<file path="src/rtl/cpu_pkg.sv">
`default_nettype none
// +--------------------------------------------------------------------------+
// | Package     : cpu_pkg                                                    |
// | Description : Shared CPU constants and instruction-loader state encoding |
// |               used by imem_loader and imem_ram.                          |
// |   XLEN        datapath / instruction width                               |
// |   NOP_WORD    canonical NOP (addi x0,x0,0)                               |
// |   ldr_state_t loader FSM states                                          |
// | Revision    : 1.0  initial release                                       |
// +--------------------------------------------------------------------------+
package cpu_pkg;

  localparam int XLEN = 32;

  localparam logic [XLEN-1:0] NOP_WORD = 32'h0000_0013;

  typedef enum logic [1:0] {
    ST_IDLE  = 2'd0,  // nothing loaded since reset
    ST_LOAD  = 2'd1,  // accepting instruction words
    ST_ARMED = 2'd2,  // program loaded, waiting for a start rising edge
    ST_RUN   = 2'd3   // core released
  } ldr_state_t;

  // Fetches are only served once a program is complete (armed or running).
  function automatic logic fetch_allowed(input ldr_state_t s);
    return (s == ST_ARMED) || (s == ST_RUN);
  endfunction

endpackage : cpu_pkg
`default_nettype wire

</file>
<file path="src/rtl/imem_ram.sv">
`default_nettype none
// +--------------------------------------------------------------------------+
// | Module      : imem_ram                                                   |
// | Description : DEPTH x WIDTH instruction storage. One synchronous write   |
// |               port and one registered read port. A read and a write to   |
// |               the same word on one edge return the previous contents.    |
// | Ports       :                                                            |
// |   clk    in   clock                                                      |
// |   we     in   write enable                                               |
// |   waddr  in   AW  write word index                                       |
// |   wdata  in   WIDTH write data                                           |
// |   re     in   read enable (rdata holds when low)                         |
// |   raddr  in   AW  read word index                                        |
// |   rdata  out  WIDTH registered read data                                 |
// | Revision    : 1.0  initial release                                       |
// +--------------------------------------------------------------------------+
module imem_ram
  import cpu_pkg::*;
#(
  parameter int DEPTH = 128,
  parameter int WIDTH = XLEN,
  localparam int AW = $clog2(DEPTH)
) (
  input  logic             clk,
  input  logic             we,
  input  logic [AW-1:0]    waddr,
  input  logic [WIDTH-1:0] wdata,
  input  logic             re,
  input  logic [AW-1:0]    raddr,
  output logic [WIDTH-1:0] rdata
);

  logic [WIDTH-1:0] r_mem [DEPTH];

  // Both assignments are non-blocking, so the read samples the array
  // before the write of the same edge lands: read-before-write.
  always_ff @(posedge clk) begin
    if (we) begin
      r_mem[waddr] <= wdata;
    end
    if (re) begin
      rdata <= r_mem[raddr];
    end
  end

endmodule : imem_ram
`default_nettype wire

</file>
<file path="src/rtl/imem_loader.sv">
`default_nettype none
// +--------------------------------------------------------------------------+
// | Module      : imem_loader                                                |
// | Description : Receiving end of the CPU instruction-load interface.       |
// |               Captures words streamed on ins while load=1 into           |
// |               consecutive word addresses, releases the core with a       |
// |               one-cycle core_go pulse on a start rising edge, and serves |
// |               the core's fetches with one cycle of latency.              |
// | Ports       :                                                            |
// |   clk          in   system clock, rising edge                            |
// |   rst          in   asynchronous reset, active low                       |
// |   load         in   ins is written this cycle                            |
// |   ins          in   32  instruction word to store                        |
// |   start        in   run request, rising edge only                        |
// |   fetch_en     in   fetch request                                        |
// |   fetch_addr   in   32  byte address (PC)                                |
// |   fetch_ins    out  32  fetched word, registered                         |
// |   fetch_valid  out  fetch_ins valid this cycle                           |
// |   fetch_err    out  misaligned / out-of-range fetch                      |
// |   core_go      out  one-cycle core release pulse                         |
// |   running      out  core is released                                     |
// |   load_count   out  AW+1  words accepted this session, saturating        |
// |   overflow     out  sticky: a word arrived with the store full           |
// | Revision    : 1.0  initial release                                       |
// +--------------------------------------------------------------------------+
module imem_loader
  import cpu_pkg::*;
#(
  parameter int              DEPTH    = 128,
  parameter logic [XLEN-1:0] NOP_WORD = cpu_pkg::NOP_WORD,
  localparam int             AW       = $clog2(DEPTH)
) (
  input  logic            clk,
  input  logic            rst,
  input  logic            load,
  input  logic [XLEN-1:0] ins,
  input  logic            start,
  input  logic            fetch_en,
  input  logic [XLEN-1:0] fetch_addr,
  output logic [XLEN-1:0] fetch_ins,
  output logic            fetch_valid,
  output logic            fetch_err,
  output logic            core_go,
  output logic            running,
  output logic [AW:0]     load_count,
  output logic            overflow
);

  localparam logic [AW:0]     C_DEPTH_CNT = (AW+1)'(DEPTH);
  localparam logic [XLEN-3:0] C_DEPTH_IDX = (XLEN-2)'(DEPTH);

  // ------------------------------------------------------------------------
  // State
  // ------------------------------------------------------------------------
  ldr_state_t       r_state;
  ldr_state_t       w_next;

  logic [AW-1:0]    r_wr_ptr;
  logic [AW:0]      r_load_count;
  logic [DEPTH-1:0] r_valid;
  logic             r_start_q;
  logic             r_overflow;
  logic             r_running;
  logic             r_core_go;

  logic             r_fvalid;
  logic             r_ferr;
  logic             r_fhit;     // registered fetch will return RAM data

  // FSM decode outputs
  logic             w_new_session;
  logic             w_wr_en;
  logic [AW-1:0]    w_wr_addr;
  logic             w_drop;
  logic             w_go;

  // Fetch qualification
  logic             w_fetch_ok;
  logic             w_misalign;
  logic             w_oor;
  logic [AW-1:0]    w_fidx;
  logic [XLEN-1:0]  w_ram_rdata;

  // ------------------------------------------------------------------------
  // FSM: state register
  // ------------------------------------------------------------------------
  always_ff @(posedge clk or negedge rst) begin
    if (!rst) begin
      r_state <= ST_IDLE;
    end else begin
      r_state <= w_next;
    end
  end

  // ------------------------------------------------------------------------
  // FSM: next state and per-edge control
  // ------------------------------------------------------------------------
  always_comb begin
    w_next        = r_state;
    w_new_session = 1'b0;
    w_wr_en       = 1'b0;
    w_wr_addr     = r_wr_ptr;
    w_drop        = 1'b0;
    w_go          = 1'b0;

    unique case (r_state)
      ST_IDLE: begin
        // start is ignored: nothing has been loaded yet.
        if (load) begin
          w_new_session = 1'b1;
        end
      end
      ST_LOAD: begin
        if (load) begin
          // Store is full: drop the word instead of wrapping over word 0.
          if (r_load_count == C_DEPTH_CNT) begin
            w_drop = 1'b1;
          end else begin
            w_wr_en = 1'b1;
          end
        end else begin
          w_next = ST_ARMED;
        end
      end
      ST_ARMED: begin
        // load takes priority over a coincident start edge.
        if (load) begin
          w_new_session = 1'b1;
        end else if (start && !r_start_q) begin
          w_go   = 1'b1;
          w_next = ST_RUN;
        end
      end
      ST_RUN: begin
        if (load) begin
          w_new_session = 1'b1;
        end
      end
      default: begin
        w_next = ST_IDLE;
      end
    endcase

    // Any new session writes its first word to index 0.
    if (w_new_session) begin
      w_next    = ST_LOAD;
      w_wr_en   = 1'b1;
      w_wr_addr = '0;
    end
  end

  // ------------------------------------------------------------------------
  // Load bookkeeping, start edge detect and run control
  // ------------------------------------------------------------------------
  always_ff @(posedge clk or negedge rst) begin
    if (!rst) begin
      r_wr_ptr     <= '0;
      r_load_count <= '0;
      r_valid      <= '0;
      r_start_q    <= 1'b0;
      r_overflow   <= 1'b0;
      r_running    <= 1'b0;
      r_core_go    <= 1'b0;
    end else begin
      r_start_q <= start;
      r_core_go <= w_go;

      if (w_new_session) begin
        r_wr_ptr     <= AW'(1);
        r_load_count <= (AW+1)'(1);
        r_valid      <= {{(DEPTH-1){1'b0}}, 1'b1};
        r_overflow   <= 1'b0;
        r_running    <= 1'b0;
      end else begin
        if (w_wr_en) begin
          r_wr_ptr           <= r_wr_ptr + AW'(1);
          r_load_count       <= r_load_count + (AW+1)'(1);
          r_valid[w_wr_addr] <= 1'b1;
        end
        if (w_drop) begin
          r_overflow <= 1'b1;
        end
        if (w_go) begin
          r_running <= 1'b1;
        end
      end
    end
  end

  // ------------------------------------------------------------------------
  // Fetch path
  // ------------------------------------------------------------------------
  assign w_fetch_ok = fetch_en && fetch_allowed(r_state);
  assign w_misalign = (fetch_addr[1:0] != 2'b00);
  assign w_oor      = (fetch_addr[XLEN-1:2] >= C_DEPTH_IDX);
  assign w_fidx     = fetch_addr[AW+1:2];

  // Valid bits are sampled with the same edge as the RAM read, so a
  // coincident write is invisible to both (old contents, old valid).
  always_ff @(posedge clk or negedge rst) begin
    if (!rst) begin
      r_fvalid <= 1'b0;
      r_ferr   <= 1'b0;
      r_fhit   <= 1'b0;
    end else begin
      r_fvalid <= w_fetch_ok;
      r_ferr   <= w_fetch_ok && (w_misalign || w_oor);
      r_fhit   <= w_fetch_ok && !w_misalign && !w_oor && r_valid[w_fidx];
    end
  end

  imem_ram #(
    .DEPTH (DEPTH),
    .WIDTH (XLEN)
  ) u_ram (
    .clk   (clk),
    .we    (w_wr_en),
    .waddr (w_wr_addr),
    .wdata (ins),
    .re    (w_fetch_ok),
    .raddr (w_fidx),
    .rdata (w_ram_rdata)
  );

  // RAM data has no reset; r_fhit (reset low) masks it to NOP until a real
  // hit has been registered.
  assign fetch_ins   = r_fhit ? w_ram_rdata : NOP_WORD;
  assign fetch_valid = r_fvalid;
  assign fetch_err   = r_ferr;
  assign core_go     = r_core_go;
  assign running     = r_running;
  assign load_count  = r_load_count;
  assign overflow    = r_overflow;

endmodule : imem_loader
`default_nettype wire

</file>
<file path="config.mk">
export PLATFORM = sky130hd
export DESIGN_NAME = imem_loader
export DESIGN_NICKNAME = d
export VERILOG_FILES = /design/src/rtl/cpu_pkg.sv /design/src/rtl/imem_ram.sv /design/src/rtl/imem_loader.sv
export SDC_FILE = /design/constraint.sdc
export NUM_CORES = 2
export LEC_CHECK = 0
export ABC_CLOCK_PERIOD_IN_PS = 12230
export BUFFER_PORTS_ARGS = -buffer_cell sky130_fd_sc_hd__buf_4
export CORE_MARGIN = 1.5
export CORE_UTILIZATION = 40
export CTS_CLUSTER_DIAMETER = 50
export DETAILED_ROUTE_END_ITERATION = 8
export MAX_ROUTING_LAYER = met4
export PLACE_DENSITY = 0.55
export RECOVER_POWER = 100
export SETUP_SLACK_MARGIN = 0.1
export SLEW_MARGIN = 15
export SYNTH_ARGS = -nofsm -noshare
export SYNTH_HDL_FRONTEND = slang
export SYNTH_SLANG_ARGS = --single-unit
</file>
<file path="constraint.sdc">
create_clock -name clk -period 12.23 [get_ports clk]
set_input_delay 1.8345 -clock clk [delete_from_list [all_inputs] [get_ports clk]]
set_output_delay 1.8345 -clock clk [all_outputs]
set_load 0.005 [all_outputs]
</file>
======== Yosys cells after proc, flatten, opt, wreduce, memory -nomap -nowiden ========
Memories as Yosys holds them, arrays and structs flattened. A register that Yosys moved wholly into a read port is not among the register bits.
Cells that the tools add are included.
storage, ports and cells
  bits in registers ....................... 152
  bits in latches ......................... 0
  memory bits (writable) .................. 4096
  memory bits (read-only) ................. 0
  input bits .............................. 69
  logic and storage cells ................. 81
  memories ................................ 1
memory list
  memory       depth  bits a word  read ports  clocked after memory_dff  write ports  line            text
  u_ram.r_mem  128    32           1           1                         1            imem_ram.sv:33  logic [WIDTH-1:0] r_mem [DEPTH];
operators by class
  add/sub/neg operators ................... 2
  multipliers ............................. 0
  div/mod/pow operators ................... 0
  $lt $le $gt $ge ......................... 4
  equal/unequal tests ..................... 7
  shift-type cells ........................ 0
  mux-type cells .......................... 35
  bitwise logic cells ..................... 1
  reductions and logical operators ........ 20
operator list
  cell                 number
  $mux 128             2
  $or 128x128->128     1
  $mux 32              1
  $ge 30x8->1 const B  1
  $mux 7               3
  $mux 1               20
  $lt 7x8->1 const B   2
  $mux 8               2
  $ne 3x3->1 const B   3
  $add 8x1->8 const B  1
  $eq 8x8->1 const B   1
  $mux 2               4
  $reduce_bool 2->1    4
  $add 7x1->7 const B  1
  $bmux 1 s7           1
  $demux 1 s7          1
  $ge 7x1->1 const B   1
  $logic_and 1x1->1    7
  $eq 2x2->1 const B   2
  $pmux 2 s2           1
  $reduce_and 4->1     1
  $logic_not 1->1      3
  $reduce_bool 3->1    1
  $reduce_or 3->1      1
  3 further kinds      4

======== Logic depth before layout (Yosys ltp) ========
  word-level depth ........................ 11
  gate-level depth with buffers ........... 12
  gate-level depth less buffers ........... 8

======== Hierarchy ========
A second synthesis with hierarchy kept.
second synthesis, totals
  cell total of the unflattened synthesis .. 6670
  area, all modules ....................... 163933.5 sq um
by module, submodules not included
  module       times used  cells an instance  area each (sq um)
  imem_ram     1           5990               156596.4
  imem_loader  1           680                7337.0

======== Worst setup path after synthesis ========
OpenSTA, ideal clock, no wires.
  path kind ............................... in2reg
  from .................................... in load
  to ...................................... mem u_ram.r_mem[92][0] (netlist name), enable pin
  setup time .............................. 0.502 ns
  arrival time ............................ 5.817 ns
  data required time ...................... 11.728 ns
  setup slack ............................. 5.912 ns
  stages .................................. 6
  cell sequence ........................... and2_1 -> clkbuf_1 -> nor2_1 -> and2_1 -> nand2_1 -> nor4_1
between the ends
  cells in the longest elaborated chain, start to end .. 5
  elaborated cells on any way between the ends .. 8
RTL lines
  what                                           line                text
  start, declared                                imem_loader.sv:35   input logic load,
  $mux 1, on equally long branches (2 in a row)  --
  $mux 1                                         imem_loader.sv:145  if (w_new_session) begin
  $mux 1                                         imem_ram.sv:38      if (we) begin
  $mux 1 (not written as such)                   imem_ram.sv:39      r_mem[waddr] <= wdata;
  end, declared                                  imem_ram.sv:33
Several ways; a longest one is shown, not always the timed one.

======== Worst setup path in the final report ========
  from .................................... in load
  to ...................................... mem u_ram.r_mem[80][18] (netlist name), enable pin
The elaborated chain is that of the path after synthesis.

==> run summary <==
Clock Power Share = 0.439
CP Capture Point = u_ram.r_mem[80][18]
Post-synth top flop = edfxtp_1
CP Capture Type = flip-flop
Number of primary I/O pins = 114
Sequential fraction of the synthesis area = 0.775
Final hold viol count = 0
Total track usage = 0.251
Fin area = 188000 um2
Die area = 416000 um2
CTS Hold Bufs = 0
Hold WS = 0.472 ns
Clock Skew = 0.0794 ns
CTS tree = yes
RSZ-0062 raised after global routing = false
Longest Clk Path Bufs = 4
Setup TNS = 0 ns
Power per cell area = 169 nW/um2
Count of state elements after synthesis = 4280
WL/cell = 37.4 um
Worst-Skew Late Latency = 1.02 ns
CP startpoint kind = input port
Leak Pwr = 59.4 nW
Final WL = 512000 um
R2r endpoint = u_ram.r_mem[80][18]
Ys Warns = 0
Post-route clock period utilization = 0.750
Global placer's final weighted congestion = 0.889
Gate power share = 0.051
Number of synthesized flops with an enable pin = 4128
Max cap viols = 228
Area of the multi-input gates = 35600 um2
Layout area overhead = 14.1%
Routed vias = 83100
Sink Count = 4280
Post-synthesis cell type count = 71
Register share of total power = 0.510
CTS buffer count = 460
Post-CTS Resized = 0
Slew Viols, Final = 9011
Core Region = 410000 um2
Async set-reset flop share out of synthesis = 0.0355
Initial Util = 0.402
Failing checks = max-capacitance violations, max-slew violations
First drt pass iteration count = 6
Layout cells sized above 1 = 0.263
Root Buffer = clkbuf_16
Placed cell areas = 174000 um2
Iter 0 DRT Violations = 11900
Max Clk Rate = 109 MHz
Antenna violations before repair = 63
Global-route wire length before repair = 698000 um
Row Count = 235
Minimum clock period = 9.17 ns
Crit path DAT = 9.71 ns
CP Launch Point = load
Reg2reg start = load_count[0]
NumNets Final = 7891
Sequential Area = 128000 um2
Vias in the first global route = 82800
GR Overflow Total = 0
Sw Pwr = 7.04 mW
Max IR drop VDD = 0.128 mV
Detail Route Antenna Nets = 0
Required @ worst endpoint = 12.76 ns
Post-CTS setup buffers = 0
Status = finished, violations left
Post-Syn Nets = 7425
Fill cells = 34100
Die span in x = 645 um
IO buf count = 113
Vias per cell = 6.06
CP max FO = 25
Hold Path Stages = 1
R2r setup slk = 3.36 ns
Max transition margin = -2.28
Critical path class = in2reg
H-tree lvl count = 5
Residual DRC count = 0
Final setup viols = 0
Worst Hold Class = reg2reg
Clock-pin slew of the registers on the worst-case setup and hold paths = 0.06 ns
Total chip power = 31.8 mW
HPWL after detailed placement = 289000 um
Int Pwr = 24.7 mW
Mapped Area = 165000 um2
Sw frac = 0.222
Least-Margin Pin Slew = 4.92 ns
Pin count of the biggest net entering global routing = 133
Avg Cell Area, Syn = 22.4 um2
DIE HEIGHT = 645 um
Cells after Synth = 7353
Worst R2R Path Depth = 10
## synthesized netlist by cell type (5+ instances only)
cell / instances / area share
edfxtp_1: 4128 / 0.75
mux4_2: 1077 / 0.15
mux2i_1: 245 / 0.015
nand2_1: 199 / 0.0045
nor2_1: 196 / 0.0045
dfrtp_1: 152 / 0.023
buf_2: 133 / 0.0040
clkbuf_1: 123 / 0.0028
buf_4: 116 / 0.0053
a21oi_1: 94 / 0.0029
o21ai_0: 81 / 0.0025
a22oi_1: 69 / 0.0031
a21o_1: 67 / 0.0031
mux2_2: 58 / 0.0040
and2_1: 54 / 0.0020
a211oi_1: 48 / 0.0022
o21a_1: 46 / 0.0021
nand3_1: 43 / 0.0013
o22ai_1: 41 / 0.0016
a31oi_1: 38 / 0.0014
a221oi_1: 33 / 0.0018
buf_6: 27 / 0.0018
and3_1: 24 / 0.00091
buf_1: 23 / 0.00052
nand4_1: 21 / 0.00080
nor2b_1: 17 / 0.00064
nor3_1: 17 / 0.00052
o221ai_1: 16 / 0.00085
nor4_1: 15 / 0.00057
a32oi_1: 13 / 0.00069
a22o_1: 9 / 0.00048
a2111oi_0: 8 / 0.00042
a32o_1: 8 / 0.00049
inv_1: 8 / 0.00018
nand2b_1: 8 / 0.00030
xor2_1: 8 / 0.00042
o211ai_1: 7 / 0.00032
or3_1: 6 / 0.00023
a311oi_1: 5 / 0.00027
## flip-flops by register name, indices dropped and copies added (netlist names)
signal / cells
load_count: 8
running: 1
fetch_err: 1
overflow: 1
u_ram.rdata: 32
core_go: 1
fetch_valid: 1
r_fhit: 1
r_valid: 128
r_state: 2
r_start_q: 1
u_ram.r_mem: 4096
r_wr_ptr: 7
## layout by cell type (no fill, tap or decap), types with 58 or more instances in the layout
| cell | count |
|---|---|
| mux2i_1 | 245 |
| buf_4 | 161 |
| a21oi_1 | 92 |
| mux2_2 | 58 |
| a22oi_1 | 68 |
| mux4_2 | 1077 |
| clkinv_2 | 80 |
| clkinv_1 | 97 |
| clkbuf_1 | 309 |
| a21o_1 | 67 |
| nor2_1 | 105 |
| nor2_4 | 88 |
| nand2_1 | 197 |
| clkbuf_16 | 465 |
| dfrtp_1 | 151 |
| o21ai_0 | 79 |
| edfxtp_1 | 4128 |
## cells by family (layout without fill, tap and decap cells)
group           count (synthesis)  count (layout)  share of synthesized area
simple gates                  630             630                     0.0179
buf+inv                       434            1300                     0.0148
flops                        4280            4280                      0.775
compound gates                616             616                     0.0259
fa+ha+maj                       3               3                   0.000228
other cells                     0              50                          0
xor+xnor                       10              10                   0.000531
mux                          1380            1380                      0.166
## worst min-delay path by stage
| stage | start | end | slack (ns) |
|---|---|---|---|
| after floorplan | r_valid[118] | r_valid[118] | 0.44 |
| after global placement | r_valid[111] | r_valid[111] | 0.45 |
| after detailed placement | r_valid[87] | r_valid[87] | 0.46 |
| after CTS | r_valid[87] | r_valid[87] | 0.47 |
| after global routing | r_valid[87] | r_valid[87] | 0.48 |
| final | r_valid[12] | r_valid[12] | 0.47 |
## through the flow
step	utilization	std cells	setup WS (ns)
global placement	0.424	12800	4.99
CTS	0.461	13700	6.39
floorplan	-	7353	5.91
detailed placement	0.424	12800	5.31
finish	0.459	13700	3.06
global route	0.459	13700	3.20
## metal layers
| metal | track usage | part of all wire |
|---|---|---|
| met2 | 0.386 | 0.47 |
| met4 | 0.0722 | 0.034 |
| met1 | 0.342 | 0.40 |
| met3 | 0.0493 | 0.091 |
| met5 | - | 0 |
## worst max-delay path, stage by stage
cell and delay [ns]:
clkbuf_1 0.25, inv_1 0.11, a311oi_1 1.33, clkbuf_1 0.98, nor4b_1 0.51, nor2_1 0.32, clkbuf_1 0.87, nor2_1 1.46
clkbuf_1 1.94
## layout make-up
type,count,area share
sequential,4280,0.679
multi-input combinational,2639,0.189
clock inverter,304,0.0167
inverter,12,0.000333
clock buffer,558,0.0642
antenna,50,0.000665
timing repair buffer,426,0.0138
tap,5451,0.0363
## power by group through the flow
| stage | combinational [mW] | sequential, mW | clock [mW] |
|---|---|---|---|
| after floorplan | 0.796 | 16.4 | 0 |
| after global placement | 1.60 | 16.5 | 0 |
| after detailed placement | 1.64 | 16.5 | 0 |
| after CTS | 1.64 | 16.2 | 14.2 |
| after global routing | 1.69 | 16.2 | 14.7 |
| final | 1.62 | 16.2 | 14.0 |
Power figures use the tool's default switching activity.
